--- src/rtl/sp_ff_pkg.sv ---
// Shared types for the single-port flip-flop FIFO.
// Port operation encoding used for the registered port trace.
package sp_ff_pkg;

  typedef enum logic [1:0] {
    OP_IDLE,
    OP_RD,
    OP_WR
  } port_op_t;

endpackage

--- src/rtl/sp_ff_array.sv ---
// Single-port flip-flop array, one access per cycle.
// Synchronous write; registered read data, zeroed on reset.
module sp_ff_array #(
  parameter int S_INDEX = 4,
  parameter int WIDTH   = 1
) (
  input  logic               clk0,
  input  logic               rst0,
  input  logic               csb0,
  input  logic               web0,
  input  logic [S_INDEX-1:0] addr0,
  input  logic [WIDTH-1:0]   din0,
  output logic [WIDTH-1:0]   dout0
);

  localparam int DEPTH = 1 << S_INDEX;

  logic [WIDTH-1:0] mem [DEPTH];

  always_ff @(posedge clk0) begin
    if (rst0) begin
      mem   <= '{default: '0};
      dout0 <= '0;
    end else if (!csb0) begin
      if (!web0) begin
        mem[addr0] <= din0;
      end else begin
        dout0 <= mem[addr0];
      end
    end
  end

endmodule

--- src/rtl/sp_ff_fifo.sv ---
// Ready/valid FIFO on a single-port FF array plus a
// 2-entry output skid buffer fed by registered reads.
module sp_ff_fifo
  import sp_ff_pkg::*;
#(
  parameter int S_INDEX = 4,
  parameter int WIDTH   = 1
) (
  input  logic               clk0,
  input  logic               rst0_n,
  input  logic               in_valid,
  output logic               in_ready,
  input  logic [WIDTH-1:0]   in_data,
  output logic               out_valid,
  input  logic               out_ready,
  output logic [WIDTH-1:0]   out_data,
  output logic [S_INDEX+1:0] count
);

  localparam int DEPTH = 1 << S_INDEX;
  localparam int CW    = S_INDEX + 2;
  localparam int AW    = S_INDEX + 1;
  localparam logic [S_INDEX:0] FULL = AW'(DEPTH);

  logic [S_INDEX-1:0] wr_ptr;
  logic [S_INDEX-1:0] rd_ptr;
  logic [S_INDEX:0]   arr_cnt;
  logic [1:0]         out_cnt;
  logic [1:0]         cnt_n;
  logic [WIDTH-1:0]   slot   [2];
  logic [WIDTH-1:0]   slot_n [2];
  logic               wr_starved;
  port_op_t           op_q;
  port_op_t           op_d;

  logic               rd_pend;
  logic               rd_want;
  logic               wr_go;
  logic               rd_go;
  logic               pop;
  logic               arr_full;

  logic               csb0;
  logic               web0;
  logic [S_INDEX-1:0] addr0;
  logic [WIDTH-1:0]   din0;
  logic [WIDTH-1:0]   dout0;

  // A read issued last cycle is exactly a registered OP_RD.
  assign rd_pend   = (op_q == OP_RD);
  assign arr_full  = (arr_cnt == FULL);
  assign rd_want   = (arr_cnt != '0) &&
                     ((3'(out_cnt) + 3'(rd_pend)) < 3'd2);
  assign in_ready  = !arr_full && (!rd_want || wr_starved);
  assign wr_go     = in_valid && in_ready;
  assign rd_go     = rd_want && !wr_go;
  assign out_valid = (out_cnt != 2'd0);
  assign pop       = out_valid && out_ready;
  assign out_data  = slot[0];
  assign count     = CW'(arr_cnt) + CW'(rd_pend) + CW'(out_cnt);

  assign csb0  = 1'b0;
  assign web0  = !wr_go;
  assign addr0 = wr_go ? wr_ptr : rd_ptr;
  assign din0  = in_data;

  always_comb begin
    op_d = OP_IDLE;
    unique case (1'b1)
      wr_go:   op_d = OP_WR;
      rd_go:   op_d = OP_RD;
      default: op_d = OP_IDLE;
    endcase
  end

  // Shift on pop first, then land returning read data.
  always_comb begin
    slot_n = slot;
    cnt_n  = out_cnt;
    if (pop) begin
      if (out_cnt == 2'd2) begin
        slot_n[0] = slot[1];
      end
      cnt_n = out_cnt - 2'd1;
    end
    if (rd_pend) begin
      slot_n[cnt_n[0]] = dout0;
      cnt_n = cnt_n + 2'd1;
    end
  end

  always_ff @(posedge clk0) begin
    if (!rst0_n) begin
      wr_ptr     <= '0;
      rd_ptr     <= '0;
      arr_cnt    <= '0;
      out_cnt    <= '0;
      slot       <= '{default: '0};
      wr_starved <= 1'b0;
      op_q       <= OP_IDLE;
    end else begin
      if (wr_go) begin
        wr_ptr  <= wr_ptr + 1'b1;
        arr_cnt <= arr_cnt + 1'b1;
      end else if (rd_go) begin
        rd_ptr  <= rd_ptr + 1'b1;
        arr_cnt <= arr_cnt - 1'b1;
      end
      slot       <= slot_n;
      out_cnt    <= cnt_n;
      wr_starved <= in_valid && !in_ready && !arr_full;
      op_q       <= op_d;
    end
  end

  sp_ff_array #(
    .S_INDEX (S_INDEX),
    .WIDTH   (WIDTH)
  ) u_array (
    .clk0  (clk0),
    .rst0  (!rst0_n),
    .csb0  (csb0),
    .web0  (web0),
    .addr0 (addr0),
    .din0  (din0),
    .dout0 (dout0)
  );

endmodule

--- config.mk ---
export PLATFORM = sky130hd
export DESIGN_NAME = sp_ff_fifo
export DESIGN_NICKNAME = d
export VERILOG_FILES = /design/src/rtl/sp_ff_pkg.sv /design/src/rtl/sp_ff_array.sv /design/src/rtl/sp_ff_fifo.sv
export SDC_FILE = /design/constraint.sdc
export NUM_CORES = 1
export LEC_CHECK = 0
export CORE_MARGIN = 2
export CORE_UTILIZATION = 44
export CTS_BUF_LIST = sky130_fd_sc_hd__clkbuf_16
export DETAILED_ROUTE_END_ITERATION = 8
export GPL_ROUTABILITY_DRIVEN = 0
export GPL_TIMING_DRIVEN = 0
export PLACE_DENSITY_LB_ADDON = 0.12
export SLEW_MARGIN = 25
export SYNTH_ARGS = -nofsm -noshare
export SYNTH_HDL_FRONTEND = slang
export SYNTH_SLANG_ARGS = --single-unit
--- constraint.sdc ---
create_clock -name clk0 -period 3.66 [get_ports clk0]
set_input_delay 0.732 -clock clk0 [delete_from_list [all_inputs] [get_ports clk0]]
set_output_delay 0.732 -clock clk0 [all_outputs]
set_load 0.01 [all_outputs]
==> results.json <==
{
  "outcome": "completed",
  "drt_drc_violations_left": 0,
  "h_tree_lvls": 2,
  "antenna_violations_before_repair": 0,
  "pwr_density_cell_nw_per_um2": 795.3,
  "synth_enable_flop_cells": 0,
  "endpoint_kind_of_the_worst_setup_timing_path": "output pin",
  "cts-resized-gates": 0,
  "yosys_most_used_dff": "dfxtp_1",
  "floorplan.io_pins": 14,
  "worst_ep_arrival_time_ns": 2.54,
  "max_slew_margin_pct": 61.76,
  "hold-worst-slack_ns": 0.4722,
  "vias_per_cell": 5.231,
  "peakVddDrop_uv": 274.5,
  "placed_cells_incl_taps": 325,
  "routed_via_count": 1742,
  "grt_overflow": 0,
  "floorplan.core_area_um2": 5042,
  "grt_start_max_net_pins": 14,
  "postSynth.asyncResetShare_pct": 0,
  "tritoncts.num_buffers": 5,
  "setup_viol": 0,
  "worst_ep_required_time_ns": 2.93,
  "drt-initial-drc-count": 77,
  "synthTopCellsByArea": "dfxtp_1 33%, mux2i_1 7.5%, nor2b_1 5.2%",
  "cts_tree": "done",
  "clock-skew-final_ns": 0.004577,
  "final_routed_wire_length_divided_by_cell_count_um": 13.97,
  "start_util_pct": 45.14,
  "utilization_pct": 52.66,
  "synth_seq_area_share_pct": 32.55,
  "totalNegativeSetupSlack_ns": 0,
  "area_growth_syn_to_layout_pct": 16.66,
  "startpoint_type": "flop",
  "power.static_leakage_nw": 0.9606,
  "post_cts_setup_buffers": 0,
  "io_buffers": 12,
  "crit_path_max_incr_delay_ns": 0.55,
  "cpMaxStageDelayCell": "clkdlybuf4s50_1",
  "critPathMostFrequentCell": "fa_1",
  "finalHoldViolCount": 0,
  "die_area_um2": 5764,
  "cts_sinks": 37,
  "filler_cell_count": 473,
  "count_of_antenna_diodes_in_the_layout": 0,
  "ctsLongestPathBuffers": 2,
  "hpwl_mm": 3.379,
  "synth_warnings": 0,
  "fp-row-count": 26,
  "finalCritPeriodShare_pct": 89.39,
  "nets_final": 279,
  "final_layout_size_suffix_gt1_share_pct": 9.125,
  "clock_network_latency_to_the_later_pin_of_the_worst_skew_pair_ns": 0.28,
  "finalPower_w": 0.002112,
  "cp_max_fo": 7,
  "worstMarginPinSlew_ns": 0.5715,
  "maxSlewViolCount": 0,
  "cell_area_after_synthesis_um2": 2276,
  "timing.hold.worst.class": "reg2reg",
  "die_w_um": 75.92,
  "antenna_left": 0,
  "timing.max_cap.violations": 0,
  "synthTopCellsByCount": "37 x dfxtp_1, 19 x nor2b_1, 17 x mux2i_1, 17 x nand2_1",
  "clock.fmax_ghz": 0.3057,
  "avgSynthCellArea_um2": 9.366,
  "netlist_instances": 243,
  "first_global_vias": 1623,
  "cts_clk_pin_slew_worst_paths_ns": 0.06,
  "yosysTopAreaCell": "dfxtp_1",
  "layout_min_cycle_time_ns": 3.272,
  "grt.total_usage_pct": 17.19,
  "finalNonFillerCells": 333,
  "synth_cell_types": 55,
  "cts-root-buf": "clkbuf_16",
  "floorplan.die.height_um": 75.92,
  "cp_cell_sequence": "nand2b_1, inv_1, fa_1, fa_1, nand3_1, xnor2_1, clkdlybuf4s50_1",
  "post-synth-top-area-fraction_pct": 32.55,
  "detailed_route_wl_mm": 4.653,
  "ys_seq_elements": 37,
  "post_cts_hold_buffer_count": 0,
  "synthMostInstantiatedCell": "dfxtp_1",
  "rsz0062_at_grt": "no",
  "number_of_detailed_route_iterations_in_the_first_pass": 4,
  "wire_length_of_the_first_global_routing_pass_mm": 8.066,
  "syn_nets": 260,
  "worst-setup-path-type": "reg2out"
}
[power breakdown]
group | switching [W] | internal, W
Sequential | 0.000110 | 0.000477
Clock | 0.000173 | 0.000322
Combinational | 0.000519 | 0.000510
[worst max-delay path, delay by kind of cell (launching register included)]
family | cells | cell delay, ns
adders and majority gates | 2 | 0.84
buffers and inverters | 2 | 0.72
DFF | 1 | 0.30
and+or+nand+nor | 2 | 0.27
xor gates and xnor gates | 1 | 0.12
[cell families (layout without fill, tap and decap cells)]
kind of cell	Yosys count	after routing	synth area share (%)
AO/OA/AOI/OAI	43	43	13.58
XOR/XNOR	13	13	5.003
adder cells (fa/ha/maj)	12	12	7.587
buffers and inverters	22	42	6.707
flip-flops	37	37	32.55
multiplexers	20	20	10.61
AND/OR/NAND/NOR	96	96	23.97
[metrics by stage]
stage | area, um2 | setup WS (ns)
floorplan | 2276 | 1.060
global route | 2655 | 0.2370
global placement | 2484 | 0.3889
finish | 2655 | 0.3884
CTS | 2655 | 0.3685
detailed placement | 2484 | 0.3725
[per-layer routing]
| metal | wire length [um] | global-route usage (%) | up-vias |
|---|---|---|---|
| met2 | 1984 | 25.54 | 20 |
| li1 | - | - | 888 |
| met3 | 150 | 3.690 | 5 |
| met1 | 2464 | 25.15 | 829 |
| met4 | 53 | 4.909 | 0 |
| met5 | 0 | 0 | - |
[flip-flops by register name (all words and copies together), names as in the netlist]
signal / flops
u_array.mem: 16
arr_cnt: 5
rd_ptr: 4
wr_ptr: 4
op_q: 2
out_cnt: 2
out_data: 1
slot: 1
u_array.dout0: 1
wr_starved: 1
[final timing paths]
kind | from | depth (start not counted) | slack, ns | to
worst max-delay path | op_q[1]$_SDFF_PN0_ | 7 | 0.39 | count[4]
worst min-delay path | u_array.mem[13]$_SDFFE_PN0P_ | 2 | 0.47 | u_array.mem[13]$_SDFFE_PN0P_
worst max register to register | arr_cnt[0]$_SDFFE_PN0N_ | 12 | 0.77 | arr_cnt[4]$_SDFFE_PN0N_
worst min register to register | u_array.mem[13]$_SDFFE_PN0P_ | 2 | 0.47 | u_array.mem[13]$_SDFFE_PN0P_
[placed cells by master (no fill, tap or decap), types with 2 or more instances in the layout]
master and n:
a21oi_1 12, xor2_1 3, inv_1 8, dfxtp_1 37
clkbuf_16 5, ha_1 9, nand3_1 9, o21ai_0 9
nor2_1 12, and2_1 11, nor4_1 3, a21o_1 2
a21boi_0 5, fa_1 3, a21boi_1 2, clkinv_4 2
clkbuf_1 8, clkdlybuf4s50_1 12, nand4_1 4, nand2_1 17
nor3_1 7, nand3b_1 2, buf_6 2, xnor2_1 10
mux2i_1 17, nor2b_1 19
[layout make-up]
cell class | count | area (um2) | share of cell area, %
buffer | 13 | 113.9 | 4.288
clock buffer | 5 | 125.1 | 4.713
clock inverter | 3 | 46.29 | 1.744
inverter | 9 | 38.79 | 1.461
multi-input combinational | 184 | 1383 | 52.07
sequential | 37 | 740.7 | 27.90
tap | 70 | 87.58 | 3.299
timing repair buffer | 12 | 120.1 | 4.524
Note: power is estimated with default switching activity, not from simulation.
